`src/rtl/div_pkg.sv`:
```
// Shared types, defaults and two's-complement helpers for the sequential signed divider.
package div_pkg;

   localparam int unsigned DIV_DEFAULT_WIDTH = 8;
   localparam int unsigned DIV_MAX_WIDTH     = 64;
   localparam int unsigned DIV_IDX_W         = $clog2(DIV_MAX_WIDTH);

   typedef logic [DIV_MAX_WIDTH-1:0] div_word_t;

   typedef enum logic [1:0] {
      IDLE = 2'd0,
      CALC = 2'd1,
      FIX  = 2'd2
   } div_state_e;

   // Low bits of the result are exact for any width up to DIV_MAX_WIDTH.
   function automatic div_word_t div_neg_if(input div_word_t x, input logic neg);
      return neg ? (~x + div_word_t'(1)) : x;
   endfunction

   // x holds a w-bit two's-complement value in its low bits (upper bits ignored).
   function automatic div_word_t div_abs(input div_word_t x, input int unsigned w);
      return div_neg_if(x, x[DIV_IDX_W'(w - 1)]);
   endfunction

endpackage

```
`src/rtl/div_substep.sv`:
```
// One restoring shift-subtract step: produces the next partial remainder and quotient bit.
module div_substep
   import div_pkg::*;
#(
   parameter int unsigned WIDTH = DIV_DEFAULT_WIDTH
) (
   input  logic [WIDTH-1:0] prem,
   input  logic             dbit,
   input  logic [WIDTH-1:0] dmag,
   output logic [WIDTH-1:0] rem_c,
   output logic             qbit_c
);

   logic [WIDTH:0] shifted;
   logic [WIDTH:0] diff;

   // One extra bit keeps the borrow visible even when the divisor magnitude is 2^(WIDTH-1).
   always_comb begin
      shifted = {prem, dbit};
      diff    = shifted - {1'b0, dmag};
      qbit_c  = ~diff[WIDTH];
      rem_c   = qbit_c ? diff[WIDTH-1:0] : shifted[WIDTH-1:0];
   end

endmodule

```
`src/rtl/seq_signed_divider.sv`:
```
// Iterative signed divider, one quotient bit per clock, start/busy/done handshake.
// Optional `overflow` output enabled by defining DIV_OVERFLOW_FLAG_EN.
module seq_signed_divider
   import div_pkg::*;
#(
   parameter int unsigned WIDTH = DIV_DEFAULT_WIDTH
) (
   input  logic             clk,
   input  logic             rst,
   input  logic             start,
   input  logic [WIDTH-1:0] dividend,
   input  logic [WIDTH-1:0] divisor,
   output logic             busy,
   output logic             done,
   output logic [WIDTH-1:0] quotient,
   output logic [WIDTH-1:0] remainder,
`ifdef DIV_OVERFLOW_FLAG_EN
   output logic             overflow,
`endif
   output logic             div_by_zero
);

   localparam int unsigned CNT_W = $clog2(WIDTH + 1);

   div_state_e       state_q;
   logic [CNT_W-1:0] cnt_q;
   logic [WIDTH-1:0] prem_q;
   logic [WIDTH-1:0] dmag_q;
   logic [WIDTH-1:0] smag_q;
   logic [WIDTH-1:0] dividend_q;
   logic             sign_n_q;
   logic             sign_d_q;
   logic             zero_q;
`ifdef DIV_OVERFLOW_FLAG_EN
   logic             ovf_q;
`endif

   logic [WIDTH-1:0] rem_c;
   logic             qbit_c;

   div_substep #(.WIDTH(WIDTH)) u_step (
      .prem   (prem_q),
      .dbit   (dmag_q[WIDTH-1]),
      .dmag   (smag_q),
      .rem_c  (rem_c),
      .qbit_c (qbit_c)
   );

   // dmag_q starts as |dividend| and fills with quotient bits as it shifts out.
   always_ff @(posedge clk) begin
      if (rst) begin
         state_q     <= IDLE;
         cnt_q       <= '0;
         prem_q      <= '0;
         dmag_q      <= '0;
         smag_q      <= '0;
         dividend_q  <= '0;
         sign_n_q    <= 1'b0;
         sign_d_q    <= 1'b0;
         zero_q      <= 1'b0;
         busy        <= 1'b0;
         done        <= 1'b0;
         quotient    <= '0;
         remainder   <= '0;
         div_by_zero <= 1'b0;
`ifdef DIV_OVERFLOW_FLAG_EN
         ovf_q       <= 1'b0;
         overflow    <= 1'b0;
`endif
      end else begin
         done <= 1'b0;
         case (state_q)
            IDLE: begin
               if (start) begin
                  state_q    <= CALC;
                  busy       <= 1'b1;
                  cnt_q      <= CNT_W'(WIDTH);
                  prem_q     <= '0;
                  dmag_q     <= WIDTH'(div_abs(div_word_t'(dividend), WIDTH));
                  smag_q     <= WIDTH'(div_abs(div_word_t'(divisor), WIDTH));
                  dividend_q <= dividend;
                  sign_n_q   <= dividend[WIDTH-1];
                  sign_d_q   <= divisor[WIDTH-1];
                  zero_q     <= (divisor == '0);
`ifdef DIV_OVERFLOW_FLAG_EN
                  ovf_q      <= (dividend == (WIDTH'(1) << (WIDTH - 1))) && (&divisor);
`endif
               end
            end
            CALC: begin
               prem_q <= rem_c;
               dmag_q <= {dmag_q[WIDTH-2:0], qbit_c};
               cnt_q  <= cnt_q - CNT_W'(1);
               if (cnt_q == CNT_W'(1)) begin
                  state_q <= FIX;
               end
            end
            FIX: begin
               quotient    <= zero_q ? '1
                                     : WIDTH'(div_neg_if(div_word_t'(dmag_q), sign_n_q ^ sign_d_q));
               remainder   <= zero_q ? dividend_q
                                     : WIDTH'(div_neg_if(div_word_t'(prem_q), sign_n_q));
               div_by_zero <= zero_q;
`ifdef DIV_OVERFLOW_FLAG_EN
               overflow    <= ovf_q;
`endif
               done        <= 1'b1;
               busy        <= 1'b0;
               state_q     <= IDLE;
            end
            default: begin
               state_q <= IDLE;
               busy    <= 1'b0;
            end
         endcase
      end
   end

endmodule
```
`config.mk`:
```
export PLATFORM = sky130hd
export DESIGN_NAME = seq_signed_divider
export DESIGN_NICKNAME = d
export VERILOG_FILES = /design/src/rtl/div_pkg.sv /design/src/rtl/div_substep.sv /design/src/rtl/seq_signed_divider.sv
export SDC_FILE = /design/constraint.sdc
export NUM_CORES = 1
export LEC_CHECK = 0
export BUFFER_PORTS_ARGS = -buffer_cell sky130_fd_sc_hd__buf_4
export CAP_MARGIN = 20
export CORE_AREA = 2 2 125 91
export DETAILED_ROUTE_END_ITERATION = 8
export DIE_AREA = 0 0 127 93
export GPL_TIMING_DRIVEN = 0
export HOLD_SLACK_MARGIN = 0.08
export PLACE_DENSITY = 0.49
export SKIP_LAST_GASP = 1
export SLEW_MARGIN = 20
export SYNTH_ARGS = -nofsm -noshare
export SYNTH_HDL_FRONTEND = slang
export SYNTH_SLANG_ARGS = --single-unit
```
`constraint.sdc`:
```
create_clock -name clk -period 2.75 [get_ports clk]
set_input_delay 0.55 -clock clk [delete_from_list [all_inputs] [get_ports clk]]
set_output_delay 0.55 -clock clk [all_outputs]
set_load 0.005 [all_outputs]
```
* Word-level counts from Yosys, hierarchy flattened
Cells that the tools add are included.
** Storage, ports and cells
- Register bits :: 60
- Input bits :: 19
- Output and inout port bits :: 19
- Logic and storage cells :: 58
** Operators by class
- Add/sub/neg operators :: 6
- Equal/unequal tests :: 5
- Mux-type cells :: 19
- Bitwise gates (word level) :: 7
- Reductions and logical operators :: 7
** Operators with widths (count)
- 2-to-1 mux 8 bit :: 9
- adder 8 x 1 -> 8 bit (second input constant) :: 4
- inverter 8 bit :: 4
- case mux 8 bit (2 select lines) :: 2
- subtractor 9 x 8 -> 9 bit :: 1
- zero test 8 bit :: 1
- case mux 4 bit (2 select lines) :: 1
- AND reduction 2 bit :: 4
- equality test 4 x 1 -> 1 bit (second input constant) :: 1
- 2-to-1 mux 2 bit :: 2
- 2-to-1 mux 4 bit :: 1
- inequality test 2 bit (second input constant) :: 2
- case mux 2 bit (2 select lines) :: 1
- subtractor 4 x 1 -> 4 bit (second input constant) :: 1
- equality test 2 x 1 -> 1 bit (second input constant) :: 1
- equality test 2 bit (second input constant) :: 1
- zero test 2 bit :: 1
- 2-to-1 mux 1 bit :: 2
- inverter 1 bit :: 2
- case mux 1 bit (2 select lines) :: 1
- nonzero test 2 bit :: 1
- bitwise XOR 1 bit :: 1

* Logic depth before layout (Yosys ltp)
Gate-level depths: netlist of run 1.
- Depth after elaboration :: 5
- Gate-level depth with buffers :: 12
- Mapped depth without buffers :: 10

* By module
Synthesis of run 1 repeated with hierarchy kept, for this count alone.
** Unflattened totals
- Cells, all modules :: 383
- Area total of the unflattened synthesis :: 3245.6 µm²
** By module, submodules not included
- seq_signed_divider :: instances 1, cells each 325, area an instance 2760.1 µm², sequential area each 1181.1 µm²
- div_substep :: instances 1, cells each 58, area an instance 485.5 µm², sequential area each 0.0 µm²

* Least setup slack after synthesis of run 1
No wires, ideal clock.
- Path type :: register to register
- From :: register dmag_q[7]
- To :: register dmag_q[0]
- Setup time :: 0.128 ns
- Data arrival time :: 2.210 ns
- Data required time :: 2.622 ns
- Path slack :: 0.412 ns
- Stages on the path, launching flop included :: 13
- Buffers on the path :: 2
- Clock period less this slack :: 2.338 ns
- Cells stage by stage :: dfxtp_1 inv_1 ha_1 inv_1 fa_1 a211oi_1 nor3_1 mux2i_1 or2_1 buf_2 buf_6 a221oi_2 nor2_1
** Between the ends
- Cells in the longest elaborated chain, start to end :: 3
** RTL lines
- start: declaration :: RTL line seq_signed_divider.sv:28 : logic [WIDTH-1:0] dmag_q;
- start signal: assignment :: RTL line seq_signed_divider.sv:79 : dmag_q <= WIDTH'(div_abs(div_word_t'(dividend), WIDTH));
- start signal: assignment :: RTL line seq_signed_divider.sv:92 : dmag_q <= {dmag_q[WIDTH-2:0], qbit_c};
- subtractor 9 x 8 -> 9 bit :: RTL line div_substep.sv:20 : diff = shifted - {1'b0, dmag};
- inverter 1 bit :: RTL line div_substep.sv:21 : qbit_c = ~diff[WIDTH];
- case mux 8 bit (2 select lines) :: RTL line seq_signed_divider.sv:72 : case (state_q)
No other way between the ends.
A chain may end at the register's enable or synchronous reset.

* Worst setup path after layout of run 1
Same ends and word-level chain as after synthesis.

==> results.json, run 1 <==
{
  "synth_nets": 427,
  "grt_first_pass_wirelength_um": 14800,
  "crit_slowest_cell": "fa_2",
  "path_max_fanout": 10,
  "antenna_cells": 0,
  "finalSetupViolCount": 0,
  "fin_cells": 581,
  "cts_tree": "built",
  "p_leak_nw": 1.52,
  "critPathLaunch": "dmag_q[7]",
  "grt_pass1_vias": 2770,
  "post_drt_wl_per_cell_um": 16.1,
  "tightest_slew_ns": 0.731,
  "holdCritPathClass": "reg -> reg",
  "max-cap-violations": 0,
  "die_area_um2": 11800,
  "die_w_um": 127,
  "nNetsFinal": 476,
  "synth_area_um2": 3210,
  "cts_root_buf": "clkbuf_16",
  "yosysTopAreaCell": "dfxtp_1",
  "critPathRequiredTime_ns": 2.95,
  "crit_path_frequent_cell": "inv_1",
  "cp.arrival_ns": 2.80,
  "finalMaxSlewViolations": 0,
  "period_minus_slack_ns": 2.60,
  "cts_buffers": 9,
  "yosysWarnings": 0,
  "die_h_um": 93,
  "cts_sinks": 59,
  "ant_nets": 0,
  "grt_overflow": 0,
  "worst_setup_path_start_kind": "flip-flop",
  "ir_drop_uv": 280,
  "finClkSkew_ns": 0.00505,
  "initial_core_util_pct": 30.2,
  "placed_cells": 565,
  "synth_seq_cells": 59,
  "drt_wl_total_um": 9360,
  "routabilityCongestion": 0.805,
  "rsz0062_at_grt": "false",
  "seq_area_frac_synth_pct": 36.8,
  "num_vias": 2932,
  "dp_hpwl_um": 7070,
  "netlist-cell-type-count": 53,
  "ys_top_cells_by_count": "dfxtp_1, nand2_1, nor2_1",
  "grt_max_degree": 11,
  "synth_area_leaders": "dfxtp_1, nand2_1, ha_1",
  "hold_start": "dividend_q[5]",
  "viasPerCell": 5.05,
  "critPathMaxStageDelay_ns": 0.37,
  "synth_top_area_share_pct": 36.8,
  "async_reset_ff_share_pct": 0,
  "first_iter_violations": 196,
  "hold_viol_final": 0,
  "htree_levels": 3,
  "cp_num_buf_inv": 4,
  "drive_above_1_share_pct": 15.3,
  "slew_headroom_pct": 51.1,
  "crit_chain": "inv_1 > ha_1 > inv_1 > fa_2 > a211oi_2 > nor3_1 > mux2i_1 > or2_1 > buf_2 > buf_6 > a221oi_2 > nor2_1",
  "drc_errors": 0,
  "final_core_util_pct": 37.3,
  "firstDrtPassIters": 4,
  "synth-edff-count": 0,
  "cts-hold-fix-buffers": 0,
  "placementRows": 32,
  "clock_latency_ns": 0.33,
  "timing.final.crit_share_pct": 94.5,
  "criticalPathCategory": "reg -> reg",
  "io_pins": 38,
  "cpLargestDelayFamily": "adder cells",
  "cts_buffer_depth": 2,
  "numPortBuffers": 36,
  "max_freq_ghz": 0.385,
  "clkSlewWorstSetupHoldPaths_ns": 0.05,
  "synth_area_per_cell_um2": 8.18,
  "synth_flop_cell": "dfxtp_1",
  "netlist_instances": 393,
  "status": "finished, final reports clean",
  "power_density_nw_per_um2": 764,
  "end_kind": "flip-flop",
  "yosysMostFrequentCell": "dfxtp_1",
  "total_power_w": 0.00304,
  "coreArea_um2": 10700,
  "timing.rr.start": "dmag_q[7]",
  "area_growth_pct": 23.8,
  "setup-tns-final_ns": 0,
  "grt_usage_pct": 16.6,
  "antenna_found_initial": 0
}
## cell usage in the layout, fill, tap and decap left out, types with 3 or more instances in the layout
cell / synthesis / final
nand3_1: 4 / 4
a21oi_1: 25 / 25
nand2_1: 54 / 54
buf_4: 0 / 38
a222oi_1: 5 / 5
mux2i_1: 9 / 9
buf_6: 3 / 3
clkbuf_1: 16 / 16
a31oi_1: 4 / 4
inv_1: 24 / 24
dfxtp_1: 59 / 59
o21ai_0: 17 / 17
a211oi_1: 15 / 14
nor3_1: 14 / 14
clkbuf_8: 0 / 3
nor2b_1: 8 / 8
o31ai_1: 4 / 4
xnor2_1: 17 / 17
clkbuf_16: 0 / 9
ha_1: 14 / 14
nand2b_1: 10 / 10
xor2_1: 11 / 11
nor2_1: 36 / 36
## what timing repair did
action / 4_1_cts / 5_1_grt
resized for setup: 0 / 2
endpoints found under the setup margin: 0 / 9
buffers inserted: 0 / 2
hold endpoints to repair: 0 / 0
## tightest hold or removal path, stage by stage, from the launching register on
cell	delay (ns)
dfxtp_1	0.30
nand2_1	0.05
a21oi_1	0.05
## sequential cells by signal, indices dropped and copies added (netlist names), 2 cells and up
register,flops
smag_q,8
dmag_q,8
dividend_q,8
quotient,8
state_q,2
prem_q,8
cnt_q,4
remainder,8
## metrics by stage
| step | cell area, um^2 | hold slack, ns | setup slack, ns |
|---|---|---|---|
| floorplan | 3210 | 0.431 | 0.412 |
| global placement | 3650 | 0.447 | 0.0542 |
| detailed placement | 3650 | 0.449 | 0.0414 |
| CTS | 3960 | 0.457 | 0.0339 |
| global route | 3980 | 0.473 | 0.00608 |
| finish | 3980 | 0.454 | 0.152 |
## path summary, 6_finish.rpt
kind                   end  cells after the start  slack, ns
max              dmag_q[0]                     12       0.15
min          dividend_q[5]                      2       0.45
max reg2reg      dmag_q[0]                     12       0.15
min reg2reg  dividend_q[5]                      2       0.45
## power by group
part	switching (W)	internal [W]
combinational	0.000480	0.000409
clock	0.000381	0.000762
sequential	0.0000824	0.000925
## per-layer routing
metal	up-vias	share of wire, %	GRT usage [%]
met5	-	0	0
met4	0	0.50	4.30
met3	7	7.3	5.61
met2	102	38	21.7
met1	1362	54	25.5
li1	1461	-	-
## area by class of cell
type	instances	area (um^2)
fillers	1135	6670
multi-input cells	287	1840
flip-flops and latches	59	1180
repair buffers	38	285
clock buffers	12	267
well taps	136	170
plain buffers	23	111
inverters	24	90.1
clock inverters	2	35.0
## logic make-up after synthesis
logic type	after synthesis	synth area share, %
compound gates	94	20.0
buf+inv	47	6.27
xor+xnor	28	7.63
mux	10	3.15
simple gates	140	20.1
fa+ha+maj	15	6.07
flops	59	36.8
Power figures use the tool's default switching activity.
==> inputs of run 2 (changes only) <==
- ABC_AREA: default -> 1
- CORE_AREA: 2 2 125 91 -> 2 2 129 93
- DIE_AREA: 0 0 127 93 -> 0 0 131 95
==> run 2 against run 1 <==
  * Clock power is 9% lower
  * Synthesized cell count is 25% higher
  * Flip-flop and latch count stayed put
  * First-iteration DRC count is 61% higher
  * Non-clock buffer count is 9 lower
  * Critical path depth stayed put
  * Critical endpoint is now prem_q[5]
==> results.json, run 2 <==
{
  "status": "finished, final reports clean",
  "dpl_cell_area_um2": 3870,
  "cts-hold-fix-buffers": 0,
  "drive_above_1_share_pct": 13.9,
  "critPathRequiredTime_ns": 2.93,
  "worst_setup_path_start_kind": "flip-flop",
  "synth_top_area_share_pct": 34.6,
  "path_max_fanout": 7,
  "ctsResizeCount": 0,
  "cp.arrival_ns": 2.30,
  "synth_flop_cell": "dfxtp_1",
  "first_iter_violations": 316,
  "netlist_instances": 490,
  "setup_slack_ns": 0.639,
  "period_minus_slack_ns": 2.11,
  "ant_nets": 0,
  "grt_max_degree": 11,
  "finalSetupViolCount": 0,
  "cts_tree": "built",
  "ir_drop_uv": 355,
  "end_kind": "flip-flop",
  "die_h_um": 95,
  "async_reset_ff_share_pct": 0,
  "cts_buffer_depth": 2,
  "synth_area_um2": 3410,
  "antenna_found_initial": 0,
  "ys_top_cells_by_count": "nand2_1, inv_1, dfxtp_1",
  "hold_start": "divisor[6]",
  "synth_nets": 524,
  "max-cap-violations": 0,
  "post_drt_wl_per_cell_um": 14.7,
  "synth_area_per_cell_um2": 6.96,
  "yosysMostFrequentCell": "nand2_1",
  "die_w_um": 131,
  "criticalPathCategory": "reg -> reg",
  "cts_sinks": 59,
  "num_vias": 3305,
  "min_path_cells": 2,
  "r2r_setup_slack_ns": 0.64,
  "post_cts_buffers": 0,
  "seq_area_frac_synth_pct": 34.6,
  "grt_first_pass_wirelength_um": 16300,
  "cts_root_buf": "clkbuf_16",
  "p_leak_nw": 1.92,
  "r2r_cells": 12,
  "synth_area_leaders": "dfxtp_1, nand2_1, inv_1",
  "timing.rr.start": "dmag_q[7]",
  "tightest_slew_ns": 0.626,
  "holdCritPathClass": "in -> reg",
  "clkSlewWorstSetupHoldPaths_ns": 0.05,
  "max_freq_ghz": 0.474,
  "area_growth_pct": 21.5,
  "finClkSkew_ns": 0.00545,
  "timing.final.crit_share_pct": 76.8,
  "yosysWarnings": 0,
  "antenna_cells": 0,
  "rsz0062_at_grt": "false",
  "mostFrequentLayoutCell": "nand2_1",
  "placementRows": 33,
  "netlist-cell-type-count": 41,
  "power_density_nw_per_um2": 884,
  "yosysTopAreaCell": "dfxtp_1",
  "coreArea_um2": 11400,
  "numPortBuffers": 35,
  "setup-tns-final_ns": 0,
  "die_area_um2": 12400,
  "dp_slack_ns": 0.691,
  "cts_buffers": 9,
  "slew_headroom_pct": 58.3,
  "fin_area_um2": 4140,
  "nNetsFinal": 570,
  "io_pins": 38,
  "routabilityCongestion": 0.858,
  "layout_common_cells": "nand2_1, inv_1, dfxtp_1",
  "drc_errors": 0,
  "clock_latency_ns": 0.33,
  "synth_seq_cells": 59,
  "viasPerCell": 4.73,
  "grt_overflow": 0,
  "drt_wl_total_um": 10300,
  "firstDrtPassIters": 8,
  "grt_pass1_vias": 3041,
  "r2r_end": "prem_q[5]",
  "finalMaxSlewViolations": 0,
  "hold_viol_final": 0,
  "synth-edff-count": 0,
  "htree_levels": 3,
  "grt_usage_pct": 17.5,
  "dp_hpwl_um": 7820,
  "initial_core_util_pct": 30.0,
  "hold_end": "zero_q"
}
-- run 2: changes by cell type after synthesis, moves of 10 or more --
cell      before  now
nand3_1        4   37
a211oi_1      15    4
a21oi_1       25   35
o21ai_0       17   28
inv_1         24   72
xnor2_1       17    2
nand2_1       54  112
nand2b_1      10    0
-- run 2: worst max path at each step --
stage / from / end / slack, ns / depth (start not counted)
CTS: dmag_q[7] / prem_q[2] / 0.67 / 13
detailed placement: dmag_q[7] / prem_q[5] / 0.69 / 12
finish: dmag_q[7] / prem_q[5] / 0.64 / 12
global route: dmag_q[7] / prem_q[5] / 0.48 / 12
floorplan: dmag_q[7] / prem_q[0] / 0.99 / 12
global placement: dmag_q[7] / prem_q[5] / 0.70 / 12
-- run 2: kinds of logic (layout without fill, tap and decap cells) --
group	count (synthesis)	after routing	share of synthesized area [%]
AOI/OAI and AO/OA	96	96	16.6
xor gates and xnor gates	14	14	4.15
adders and majority gates	15	15	5.72
buffers and inverters	93	144	11.1
DFF	59	59	34.6
and+or+nand+nor	213	213	27.8
-- run 2: worst max-delay path, stage by stage, from the launching register on --
cell and delay (ns):
dfxtp_1 0.34, inv_1 0.13, ha_1 0.17, inv_1 0.07, fa_1 0.41, nand2_1 0.10, nand2_2 0.08, nand3_2 0.11
nand3_2 0.17, nand2_4 0.17, nand2_1 0.07, nand3_1 0.08, a21oi_1 0.06
-- run 2: cell type report --
class	count	area, um^2
multi-input cells	338	1850
plain buffers	17	93.8
well taps	157	196
repair buffers	35	263
clock inverters	2	10.0
inverters	76	285
clock buffers	14	264
fillers	1223	7210
flip-flops and latches	59	1180
-- run 2: layer usage --
| layer | track usage [%] | vias to the layer above | wire, um |
|---|---|---|---|
| li1 | - | 1698 | - |
| met5 | 0 | - | 0 |
| met2 | 23.4 | 93 | 3960 |
| met3 | 4.59 | 13 | 591 |
| met4 | 4.26 | 0 | 114 |
| met1 | 27.2 | 1501 | 5600 |
-- run 2: power breakdown --
| part | internal (W) | switching (W) |
|---|---|---|
| Sequential | 0.000955 | 0.000100 |
| Combinational | 0.000560 | 0.00100 |
| Clock | 0.000656 | 0.000385 |
| Total | 0.00217 | 0.00149 |
-- run 2: through the flow --
stage          hold WS, ns  power, W  instances  util (%)
6_report             0.432   0.00366        698      36.5
3_5_place_dp         0.457   0.00261        682      34.1
2_1_floorplan        0.440   0.00223        490         -
4_1_cts              0.422   0.00367        698      36.5
5_1_grt              0.443   0.00395        698      36.5
3_3_place_gp         0.456   0.00260        682      34.1
==> inputs of run 3 (changes only) <==
- PLACE_DENSITY: 0.49 -> 0.51
- clock period: 2.75 -> 1.8 ns (I/O delays scaled with it)
==> run 3 against run 2 <==
  * The run now ends with setup timing left
  * Combinational power grew 86%
  * Highest routed layer unchanged
  * Non-clock buffer count rose by 5
  * Clock power up 48%
  * Cell count is 0.57% higher
  * Worst hold slack worse by 0.16 ns
  * Die area did not move
  * Clock-buffer cell count fell by 2
  * Critical endpoint is now prem_q[0]
==> results.json, run 3 (same netlist as run 2, synthesis figures left out) <==
{
  "num_vias": 3342,
  "crit_chain": "inv_2 > ha_4 > inv_4 > fa_2 > nand2_2 > nand2_4 > nand3_4 > nand2_4 > nand2_8 > nand2_8 > o211ai_1 > nand2_1",
  "power_density_nw_per_um2": 1400,
  "mostFrequentLayoutCell": "nand2_1",
  "numPortBuffers": 35,
  "hold_viol_final": 0,
  "ant_nets": 0,
  "tightest_slew_ns": 0.667,
  "timing.hold.ws_ns": 0.271,
  "r2r_setup_slack_ns": -0.01,
  "failed_checks": "setup timing",
  "crit_slowest_cell": "fa_2",
  "critPathMaxStageDelay_ns": 0.35,
  "slew_headroom_pct": 55.5,
  "fin_cells": 702,
  "die_area_um2": 12400,
  "cts_buffers": 9,
  "antenna_found_initial": 0,
  "initial_core_util_pct": 30.0,
  "end_kind": "flip-flop",
  "routabilityCongestion": 0.865,
  "p_int_w": 0.00351,
  "antenna_cells": 0,
  "path_max_fanout": 7,
  "drc_errors": 0,
  "setup_slack_ns": -0.00992,
  "placementRows": 33,
  "grt_pass1_vias": 3180,
  "grt_max_degree": 11,
  "first_iter_violations": 212,
  "holdCritPathClass": "in -> reg",
  "area_growth_pct": 27.0,
  "status": "finished, violations left",
  "worst_setup_path_start_kind": "flip-flop",
  "htree_levels": 3,
  "finClkSkew_ns": 0.00591,
  "die_w_um": 131,
  "netSwitchingPower_w": 0.00256,
  "cts_tree": "built",
  "layout_common_cells": "nand2_1, inv_1, dfxtp_1",
  "drive_above_1_share_pct": 19.1,
  "cp.arrival_ns": 2.02,
  "critPathRequiredTime_ns": 2.01,
  "coreArea_um2": 11400,
  "drt_wl_total_um": 10200,
  "io_pins": 38,
  "grt_usage_pct": 17.2,
  "timing.final.crit_share_pct": 101,
  "period_minus_slack_ns": 1.81,
  "final_core_util_pct": 38.1,
  "grt_overflow": 0,
  "grt_first_pass_wirelength_um": 16300,
  "p_leak_nw": 1.97,
  "clock_latency_ns": 0.33,
  "ir_drop_uv": 492,
  "cts-hold-fix-buffers": 0,
  "post_drt_wl_per_cell_um": 14.6,
  "nNetsFinal": 575,
  "firstDrtPassIters": 4,
  "cts_sinks": 59,
  "placed_cells": 682,
  "criticalPathCategory": "reg -> reg",
  "power_frac_clock_pct": 25.3,
  "swShare_pct": 42.2,
  "dp_hpwl_um": 7700,
  "power.share.combinational_pct": 47.7,
  "cts_buffer_depth": 2,
  "finalSetupViolCount": 3,
  "finalMaxSlewViolations": 0,
  "max-cap-violations": 0,
  "die_h_um": 95,
  "rsz0062_at_grt": "true",
  "max_freq_ghz": 0.553,
  "viasPerCell": 4.76,
  "cts_root_buf": "clkbuf_16",
  "p_seq_share_pct": 27.0,
  "clkSlewWorstSetupHoldPaths_ns": 0.05
}
==> run 3: cell count changes in the layout (fill, tap and decap cells not counted), sizes merged <==
cell	previous run	this run
clkinv	2	3
clkbuf	23	21
buf	43	48
==> run 3: worst paths after layout <==
check | to | startpoint | depth (start not counted)
min | zero_q | divisor[6] | 2
min reg2reg | remainder[5] | remainder[5] | 2
max reg2reg | prem_q[0] | dmag_q[7] | 12
max | prem_q[0] | dmag_q[7] | 12
==> run 3: final cells by class <==
type / instances / area, um^2
fillers: 1194 / 7020
flip-flops and latches: 59 / 1190
plain buffers: 17 / 93.8
clock buffers: 12 / 246
well taps: 157 / 196
inverters: 76 / 288
multi-input cells: 338 / 2000
clock inverters: 3 / 15.0
repair buffers: 40 / 300
==> run 3: worst max-delay path: cells and delay by family (launching register included) <==
kind / cells / cell delay (ns)
compound gates: 1 / 0.16
fa+ha+maj: 2 / 0.48
buf+inv: 2 / 0.10
flops: 1 / 0.32
simple gates: 7 / 0.64
==> run 3: repair_timing <==
action	4_1_cts	5_1_grt
endpoints found under the hold margin	0	0
endpoints found under the setup margin	9	9
pin swaps	12	11
buffers inserted	4	1
resized for setup	24	11
==> run 3: per-layer routing <==
metal	routed length, um	GRT usage, %	up-vias	share of wire [%]
li1	-	-	1709	-
met1	5370	26.0	1546	52
met2	4170	23.8	74	41
met3	553	4.14	13	5.4
met4	148	4.96	0	1.4
met5	0	0	-	0
==> run 3: metrics by stage <==
stage | power (W) | area, um^2 | setup slack [ns] | TNS (ns)
2_1_floorplan | 0.00341 | 3410 | 0.0449 | 0
3_3_place_gp | 0.00394 | 3870 | -0.239 | -1.79
3_5_place_dp | 0.00398 | 3870 | -0.237 | -1.88
4_1_cts | 0.00594 | 4260 | -0.0185 | -0.0491
5_1_grt | 0.00652 | 4330 | -0.112 | -0.760
6_report | 0.00607 | 4330 | -0.00992 | -0.0209
==> run 3: power by group through the flow <==
stage	logic, W	registers [W]	clock network, W
detailed placement	0.00235	0.00163	0
finish	0.00290	0.00164	0.00154
global route	0.00324	0.00166	0.00162
CTS	0.00275	0.00161	0.00157
global placement	0.00231	0.00163	0
floorplan	0.00183	0.00159	0
